--- src/rtl/icm_pkg.sv ---
// Shared definitions for the ICM frame deserializer: FSM state encoding and the
// legacy LTC payload width.
package icm_pkg;

    localparam int ICM_LTC_W = 48;

    typedef enum logic [2:0] {
        ST_IDLE,
        ST_RDY,
        ST_START_0,
        ST_START_1,
        ST_SHIFT,
        ST_STOP
    } state_e;

endpackage

--- src/rtl/sat_counter.sv ---
// Saturating event counter with a synchronous clear that wins over a same-cycle increment.
module sat_counter #(
    parameter int CNT_W = 16
) (
    input  logic             clk,
    input  logic             rst,
    input  logic             inc,
    input  logic             clr,
    output logic [CNT_W-1:0] cnt
);

    logic [CNT_W-1:0] cnt_d;
    logic [CNT_W-1:0] cnt_q;

    always_comb begin
        cnt_d = cnt_q;
        if (clr) begin
            cnt_d = '0;
        end else if (inc && (cnt_q != '1)) begin
            cnt_d = cnt_q + 1'b1;
        end
    end

    always_ff @(posedge clk) begin
        if (rst) begin
            cnt_q <= '0;
        end else begin
            cnt_q <= cnt_d;
        end
    end

    assign cnt = cnt_q;

endmodule

--- src/rtl/sync.sv ---
// Two-flop synchroniser that brings the asynchronous serial line into the clk domain.
module sync (
    input  logic clk,
    input  logic rst,
    input  logic d,
    output logic q
);

    logic [1:0] ff_d;
    logic [1:0] ff_q;

    always_comb begin
        ff_d = {ff_q[0], d};
    end

    // NOTE: sequential state uses non-blocking assignments so every flop samples pre-edge values.
    always_ff @(posedge clk) begin
        if (rst) begin
            ff_q <= '0;
        end else begin
            ff_q <= ff_d;
        end
    end

    assign q = ff_q[1];

endmodule

--- src/rtl/icm_frame_des.sv ---
// Recovers fixed-length ICM serial frames into a parallel payload with a valid strobe,
// keeping saturating counters of good frames and of each error cause.
module icm_frame_des
    import icm_pkg::*;
#(
    parameter int DATA_W       = ICM_LTC_W,
    parameter int PARITY_EN    = 0,
    parameter int SHIFT_CNT    = 20,
    parameter int IDLE_CNT     = 2000,
    parameter int STOP_ERR_CNT = 100,
    parameter int CNT_W        = 16
) (
    input  logic              clk,
    input  logic              rst,
    input  logic              en,
    input  logic              ser_in,
    input  logic              clr_cnt,
    output logic [DATA_W-1:0] data_out,
    output logic              valid_out,
    output logic              armed,
    output logic [CNT_W-1:0]  frame_cnt,
    output logic [CNT_W-1:0]  err_frame_cnt,
    output logic [CNT_W-1:0]  err_par_cnt,
    output logic [CNT_W-1:0]  err_to_cnt
);

    localparam int N       = DATA_W + 2 + PARITY_EN;
    localparam int TMR_MAX = (IDLE_CNT > STOP_ERR_CNT)
                             ? ((IDLE_CNT > SHIFT_CNT) ? IDLE_CNT : SHIFT_CNT)
                             : ((STOP_ERR_CNT > SHIFT_CNT) ? STOP_ERR_CNT : SHIFT_CNT);
    localparam int TMR_W   = $clog2(TMR_MAX + 1);
    localparam int BIT_W   = $clog2(N + 1);

    localparam logic [TMR_W-1:0] IDLE_LAST = TMR_W'(IDLE_CNT - 1);
    localparam logic [TMR_W-1:0] TO_LAST   = TMR_W'(STOP_ERR_CNT - 1);
    localparam logic [TMR_W-1:0] HALF      = TMR_W'(SHIFT_CNT / 2);
    localparam logic [TMR_W-1:0] HALF_LAST = TMR_W'(SHIFT_CNT / 2 - 1);
    localparam logic [TMR_W-1:0] BIT_LAST  = TMR_W'(SHIFT_CNT - 1);
    localparam logic [BIT_W-1:0] N_LAST    = BIT_W'(N - 1);
    localparam logic [TMR_W-1:0] TMR_ONE   = TMR_W'(1);

    logic              ser_s;
    state_e            state_d, state_q;
    logic [TMR_W-1:0]  tmr_d, tmr_q;
    logic [BIT_W-1:0]  bit_d, bit_q;
    logic [N-1:0]      shreg_d, shreg_q;
    logic [DATA_W-1:0] data_d, data_q;
    logic              valid_d, valid_q;
    logic              inc_frame, inc_ferr, inc_perr, inc_to;
    logic              framing_bad, parity_bad;

    sync u_sync (
        .clk (clk),
        .rst (rst),
        .d   (ser_in),
        .q   (ser_s)
    );

    // Frame is shifted in MSB first: leading framing bit ends up at the top, trailing at bit 0.
    assign framing_bad = shreg_q[N-1] | shreg_q[0];
    assign parity_bad  = (PARITY_EN != 0) && (^shreg_q[N-2:1]);

    // NOTE: every always_comb output gets a default first so no path can infer a latch.
    always_comb begin
        state_d   = state_q;
        tmr_d     = tmr_q;
        bit_d     = bit_q;
        shreg_d   = shreg_q;
        data_d    = data_q;
        valid_d   = 1'b0;
        inc_frame = 1'b0;
        inc_ferr  = 1'b0;
        inc_perr  = 1'b0;
        inc_to    = 1'b0;

        if (!en) begin
            state_d = ST_IDLE;
            tmr_d   = '0;
            bit_d   = '0;
            shreg_d = '0;
            data_d  = '0;
        end else begin
            case (state_q)
                ST_IDLE: begin
                    if (!ser_s) begin
                        tmr_d = '0;
                    end else if (tmr_q == IDLE_LAST) begin
                        state_d = ST_RDY;
                        tmr_d   = '0;
                    end else begin
                        tmr_d = tmr_q + 1'b1;
                    end
                end
                ST_RDY: begin
                    if (!ser_s) begin
                        state_d = ST_START_0;
                        tmr_d   = TMR_ONE;
                    end
                end
                ST_START_0: begin
                    if (ser_s) begin
                        state_d = ST_START_1;
                        tmr_d   = TMR_ONE;
                    end else if (tmr_q == TO_LAST) begin
                        state_d = ST_IDLE;
                        tmr_d   = '0;
                        inc_to  = 1'b1;
                    end else begin
                        tmr_d = tmr_q + 1'b1;
                    end
                end
                ST_START_1: begin
                    if (!ser_s) begin
                        state_d = ST_IDLE;
                        tmr_d   = '0;
                        inc_to  = 1'b1;
                    end else if (tmr_q == HALF_LAST) begin
                        // Half a bit into the marker, so every later sample lands mid-bit.
                        state_d = ST_SHIFT;
                        tmr_d   = '0;
                        bit_d   = '0;
                        shreg_d = '0;
                    end else begin
                        tmr_d = tmr_q + 1'b1;
                    end
                end
                ST_SHIFT: begin
                    if (tmr_q == BIT_LAST) begin
                        tmr_d   = '0;
                        shreg_d = {shreg_q[N-2:0], ser_s};
                        bit_d   = bit_q + 1'b1;
                        if (bit_q == N_LAST) begin
                            state_d = ST_STOP;
                        end
                    end else begin
                        tmr_d = tmr_q + 1'b1;
                    end
                end
                ST_STOP: begin
                    if (ser_s && (tmr_q >= HALF)) begin
                        state_d = ST_RDY;
                        tmr_d   = '0;
                        if (framing_bad) begin
                            inc_ferr = 1'b1;
                        end else if (parity_bad) begin
                            inc_perr = 1'b1;
                        end else begin
                            data_d    = shreg_q[N-2 -: DATA_W];
                            valid_d   = 1'b1;
                            inc_frame = 1'b1;
                        end
                    end else if (tmr_q == TO_LAST) begin
                        state_d = ST_IDLE;
                        tmr_d   = '0;
                        inc_to  = 1'b1;
                    end else begin
                        tmr_d = tmr_q + 1'b1;
                    end
                end
                default: begin
                    state_d = ST_IDLE;
                    tmr_d   = '0;
                end
            endcase
        end
    end

    always_ff @(posedge clk) begin
        if (rst) begin
            state_q <= ST_IDLE;
            tmr_q   <= '0;
            bit_q   <= '0;
            shreg_q <= '0;
            data_q  <= '0;
            valid_q <= 1'b0;
        end else begin
            state_q <= state_d;
            tmr_q   <= tmr_d;
            bit_q   <= bit_d;
            shreg_q <= shreg_d;
            data_q  <= data_d;
            valid_q <= valid_d;
        end
    end

    sat_counter #(.CNT_W(CNT_W)) u_frame_cnt (
        .clk (clk), .rst (rst), .inc (inc_frame), .clr (clr_cnt), .cnt (frame_cnt)
    );

    sat_counter #(.CNT_W(CNT_W)) u_err_frame_cnt (
        .clk (clk), .rst (rst), .inc (inc_ferr), .clr (clr_cnt), .cnt (err_frame_cnt)
    );

    sat_counter #(.CNT_W(CNT_W)) u_err_par_cnt (
        .clk (clk), .rst (rst), .inc (inc_perr), .clr (clr_cnt), .cnt (err_par_cnt)
    );

    sat_counter #(.CNT_W(CNT_W)) u_err_to_cnt (
        .clk (clk), .rst (rst), .inc (inc_to), .clr (clr_cnt), .cnt (err_to_cnt)
    );

    assign data_out  = data_q;
    assign valid_out = valid_q;
    assign armed     = (state_q != ST_IDLE);

endmodule

--- config.mk ---
export PLATFORM = sky130hd
export DESIGN_NAME = icm_frame_des
export DESIGN_NICKNAME = d
export VERILOG_FILES = /design/src/rtl/icm_pkg.sv /design/src/rtl/sat_counter.sv /design/src/rtl/sync.sv /design/src/rtl/icm_frame_des.sv
export SDC_FILE = /design/constraint.sdc
export NUM_CORES = 1
export LEC_CHECK = 0
export CORE_AREA = 2 2 117 119
export DETAILED_ROUTE_END_ITERATION = 10
export DIE_AREA = 0 0 119 121
export GPL_ROUTABILITY_DRIVEN = 0
export PLACE_DENSITY = 0.84
export SLEW_MARGIN = 20
export SYNTH_ARGS = -nofsm -noshare
export SYNTH_HDL_FRONTEND = slang
export SYNTH_SLANG_ARGS = --single-unit
--- constraint.sdc ---
create_clock -name clk -period 4.6 [get_ports clk]
set_clock_uncertainty 0.15 [all_clocks]
set_input_delay 1.15 -clock clk [delete_from_list [all_inputs] [get_ports clk]]
set_output_delay 1.15 -clock clk [all_outputs]
set_load 0.02 [all_outputs]
======== Word level (Yosys, flattened, before mapping) ========
Cells that the tools add are included.
storage, ports and cells
  register bits after elaboration ......... 169
  bits in latches ......................... 0
  memory bits (writable) .................. 0
  ROM bits ................................ 0
  output and inout port bits .............. 114
  memories kept ........................... 0
cells by class
  add/sub/neg operators ................... 5
  multiply operators ...................... 0
  divide/modulo/power cells ............... 0
  $lt $le $gt $ge ......................... 1
  eq/ne operators ......................... 21
  shift operators ......................... 0
  muxes and demuxes ....................... 43
  bitwise gates (word level) .............. 3
  reduce and logical (&&, ||, !) cells .... 12
operators by type and width
  operator               count
  $mux 50                3
  $pmux 50 s2            1
  $mux 11                9
  $pmux 11 s6            1
  $add 16x1->16 const B  3
  $ne 16x16->1 const B   3
  $mux 3                 10
  $mux 6                 3
  $pmux 3 s6             1
  $mux 1                 13
  $pmux 6 s2             1
  $add 11x1->11 const B  1
  $eq 11x11->1 const B   1
  $eq 11x4->1 const B    1
  $eq 11x5->1 const B    1
  $eq 11x7->1 const B    1
  $ge 11x4->1 const B    1
  $ne 2x2->1 const B     5
  $add 6x1->6 const B    1
  $eq 3x2->1 const B     2
  $eq 3x3->1 const B     2
  $eq 6x6->1 const B     1
  $reduce_and 6->1       1
  $logic_and 1x1->1      4
  other kinds (12)       15

======== Longest topological paths before layout ========
  depth after elaboration ................. 6
  mapped depth ............................ 9
  gate-level depth less buffers ........... 7

======== Cells and area by module ========
Synthesis repeated with hierarchy kept, for this count alone.
unflattened totals
  cell total of the unflattened synthesis .. 1043
  area, all modules ....................... 8745.9 um^2
by module, submodules not included
  module         instances  cells an instance  area an instance (um^2)
  icm_frame_des  1          631                5024.8
  sat_counter    4          102                917.1
  sync           1          4                  52.6

======== Least setup slack after synthesis ========
OpenSTA, ideal clock, no wires.
  kind .................................... input port to flip-flop
  from .................................... in en
  to ...................................... reg u_frame_cnt.cnt_q[11] (netlist: u_frame_cnt.cnt[11])
  library setup time ...................... 116 ps
  arrival time ............................ 2764 ps
  data required time ...................... 4334 ps
  slack ................................... 1570 ps
  stages on the path ...................... 5
  buffers on the path ..................... 1
  path through ............................ clkbuf_1 nand3_1 a2111oi_1 a31oi_1 a41o_1
between the ends
  word-level cells in the longest chain between the ends .. 2
ends and longest elaborated chain
  element               line                 text
  start, declared       icm_frame_des.sv:15  input logic en,
  $mux 1                icm_frame_des.sv:76  if (!en) begin
  $logic_and 1x1->1     sat_counter.sv:19    end else if (inc && (cnt_q != '1)) begin
  end signal, assigned  sat_counter.sv:28    cnt_q <= cnt_d;
  end, declared         sat_counter.sv:13    logic [CNT_W-1:0] cnt_q;
No other way between the ends.
A chain may end at the register's enable or synchronous reset.

======== Worst setup path in the final report ========
  from .................................... reg state_q[0]
  to ...................................... out armed
between the ends
  word-level cells in the longest chain between the ends .. 1
ends and longest elaborated chain
  element                 line                  text
  start, declared         icm_frame_des.sv:43   state_e state_d, state_q;
  start signal, assigned  icm_frame_des.sv:177  state_q <= state_d;
  $reduce_bool 3->1       icm_frame_des.sv:204  assign armed = (state_q != ST_IDLE);
  end, declared           icm_frame_des.sv:20   output logic armed,
No other way between the ends.

==> impl_metrics.tcl <==
set metrics [dict create \
    nets 993 \
    final_cell_mix "dfxtp_1 (169), nand2_1 (151), clkdlybuf4s50_1 (102)" \
    fp-row-count 42 \
    slowest_delay_ns 0.63 \
    synth_top_area_frac 0.453 \
    r2r_start "tmr_q[4]" \
    fin_crit_ns 3.24 \
    ctsHoldBuffers 0 \
    cts_tree "built" \
    wl_um 17600 \
    vias_per_cell 5.95 \
    grt_max_degree 68 \
    min_path_cells 1 \
    antennaDiodeCount 0 \
    final_common_cell "dfxtp_1" \
    min_path_type "reg2reg" \
    final-max-slew-violation-count 0 \
    cap_violations 0 \
    final_cells 1169 \
    port_buffers 102 \
    cts_root_buffer "clkbuf_16" \
    synth_area_leaders "dfxtp_1 (45%), nand2_1 (7.6%), a21oi_1 (5.6%)" \
    dieHeight_um 121 \
    yosysUniqueCellTypes 60 \
    dr.first_iter.drc_count 624 \
    setup.worst_path.start "state_q[0]" \
    ant_nets 0 \
    chipWidth_um 119 \
    worst_path_max_delay_cell "dfxtp_1" \
    synth_top_cell_by_area "dfxtp_1" \
    worstPathRequired_ns 3.30 \
    ys.flop_type "dfxtp_1" \
    synthToLayoutAreaGrowth_pct 21.8 \
    syn_avg_cell_area_um2 8.22 \
    dieArea_um2 14400 \
    syn-cell-area_um2 7480 \
    dp.cells 1137 \
    status "finished, final reports clean" \
    grtUsageTotal 0.244 \
    irDropWorstVdd_mv 0.301 \
    hold_viol_final 0 \
    post_cts_buffers 0 \
    core_area_um2 13100 \
    drt_first_pass_iters 5 \
    drc 0 \
    pin_count 119 \
    worstSetupPathType "reg2out" \
    rr_worst_depth 5 \
    worstSetupEndpointType "output pin" \
    critPathTopFamily "flip-flops" \
    clockBufferDepth 2 \
    tns_ns 0 \
    detailed_place_hpwl_um 11100 \
    cts.sinks 169 \
    seqCellArea_um2 3380 \
    worstMarginPinSlew_ns 1.11 \
    num_vias 6956 \
    r2r_end "bit_q[4]" \
    first_global_vias 6191 \
    synth-seq-area-share 0.453 \
    drive_above_1_share 0.0584 \
    antenna_found_initial 0 \
    yosysWarnings 0 \
    clkSlewWorstSetupHoldPaths_ns 0.06 \
    final_core_util 0.696 \
    setup_violations 0 \
    multi_input_area_um2 3780 \
    worstPathCellList "or3_1, clkdlybuf4s50_1" \
    p_per_area_nw_per_um2 319 \
    synth-seq-cells 169 \
    synth_cells 910 \
    arrival_ns 1.94 \
    fmax_mhz 308 \
    final.period_utilization 0.705 \
    numCtsBuffers 17 \
    cp.buffers_inverters 1 \
    min-delay-start "u_sync.ff_q[0]" \
    start_util 0.571 \
    grt_first_pass_wirelength_um 29200 \
    crit_fanout 16 \
    clkLatencyLatePin_ns 0.43 \
    ys_async_sr_fraction 0 \
    postCtsResizedCells 0 \
    crit_cells 2 \
    reg2reg_setup_slack_ns 1.38 \
    rsz0062_at_grt "false" \
    power.leakage_nw 2.97 \
    maxSlewHeadroom 0.256 \
    fill_cells 1022 \
    htreeDepth 4 \
    synth_edf_count 0 \
    wl_per_cell_um 15.1 \
    grt_remaining_overflow 0 \
    cp-start-kind "flop" \
    min_to "u_sync.ff_q[1]" \
]
-- kinds of logic (layout without fill, tap and decap cells) --
family / count (synthesis) / in the layout / synth area share
XOR/XNOR: 5 / 5 / 0.00586
AO/OA/AOI/OAI: 234 / 234 / 0.203
AND/OR/NAND/NOR: 392 / 392 / 0.254
buffers and inverters: 89 / 157 / 0.0547
flip-flops: 169 / 169 / 0.453
adder cells (fa/ha/maj): 8 / 8 / 0.0134
multiplexers: 12 / 12 / 0.0162
other: 1 / 16 / 0.000502
-- cell usage after synthesis, drive strengths merged, types with 2 or more instances --
cell type,number
a211oi,12
a21boi,2
a21o,2
a21oi,83
a221o,2
a22oi,51
a31oi,11
a41o,6
and2,8
and3,11
and4,14
buf,25
clkbuf,50
dfxtp,169
ha,8
inv,14
mux2i,11
nand2,151
nand2b,2
nand3,32
nand3b,2
nand4,11
nor2,83
nor2b,5
nor3,14
nor3b,3
nor4,2
nor4b,2
o211ai,3
o21ai,26
o221ai,5
o22ai,2
o31a,2
o31ai,16
o32ai,2
or2,5
or3,23
or3b,3
or4,18
xnor2,2
xor2,3
-- state kept, by name, summed over array words and instances (netlist names) --
name / flops
tmr_q: 11
bit_q: 6
u_sync.ff_q: 2
u_err_frame_cnt.cnt: 16
u_frame_cnt.cnt: 16
valid_out: 1
u_err_to_cnt.cnt: 16
state_q: 3
shreg_q: 50
data_out: 48
-- layer usage --
layer | wire [um] | vias to the layer above | GRT usage
met3 | 1150 | 28 | 0.0569
met5 | 0 | - | 0
li1 | - | 3387 | -
met1 | 7790 | 3307 | 0.312
met4 | 295 | 0 | 0.0908
met2 | 8370 | 234 | 0.403
-- power by group --
group          internal, W  switching (W)  total (W)
clock             0.000779       0.000603    0.00138
sequential         0.00146     0.00000204    0.00147
combinational    0.0000120      0.0000466  0.0000586
-- final cells by class --
cell class | instances | area share
multi-input cells | 667 | 0.415
flip-flops and latches | 169 | 0.371
repair buffers | 111 | 0.121
clock buffers | 20 | 0.0501
well taps | 176 | 0.0242
clock inverters | 12 | 0.0128
inverters | 14 | 0.00577
-- stage by stage --
stage	power (W)	setup WS [ns]	area (um^2)	hold slack [ns]
floorplan	0.00155	1.57	7530	0.264
global placement	0.00156	1.01	8510	0.272
detailed placement	0.00156	0.943	8530	0.292
CTS	0.00293	1.21	9100	0.297
global route	0.00299	1.22	9110	0.323
finish	0.00291	1.36	9110	0.297
-- how the worst max path moves through the flow --
stage,endpoint
4_1_cts,bit_q[4]
6_report,armed
5_1_grt,u_err_to_cnt.cnt[7]
3_5_place_dp,u_err_to_cnt.cnt[7]
2_1_floorplan,u_frame_cnt.cnt[11]
3_3_place_gp,u_err_to_cnt.cnt[5]
Note: power is estimated with default switching activity, not from simulation.
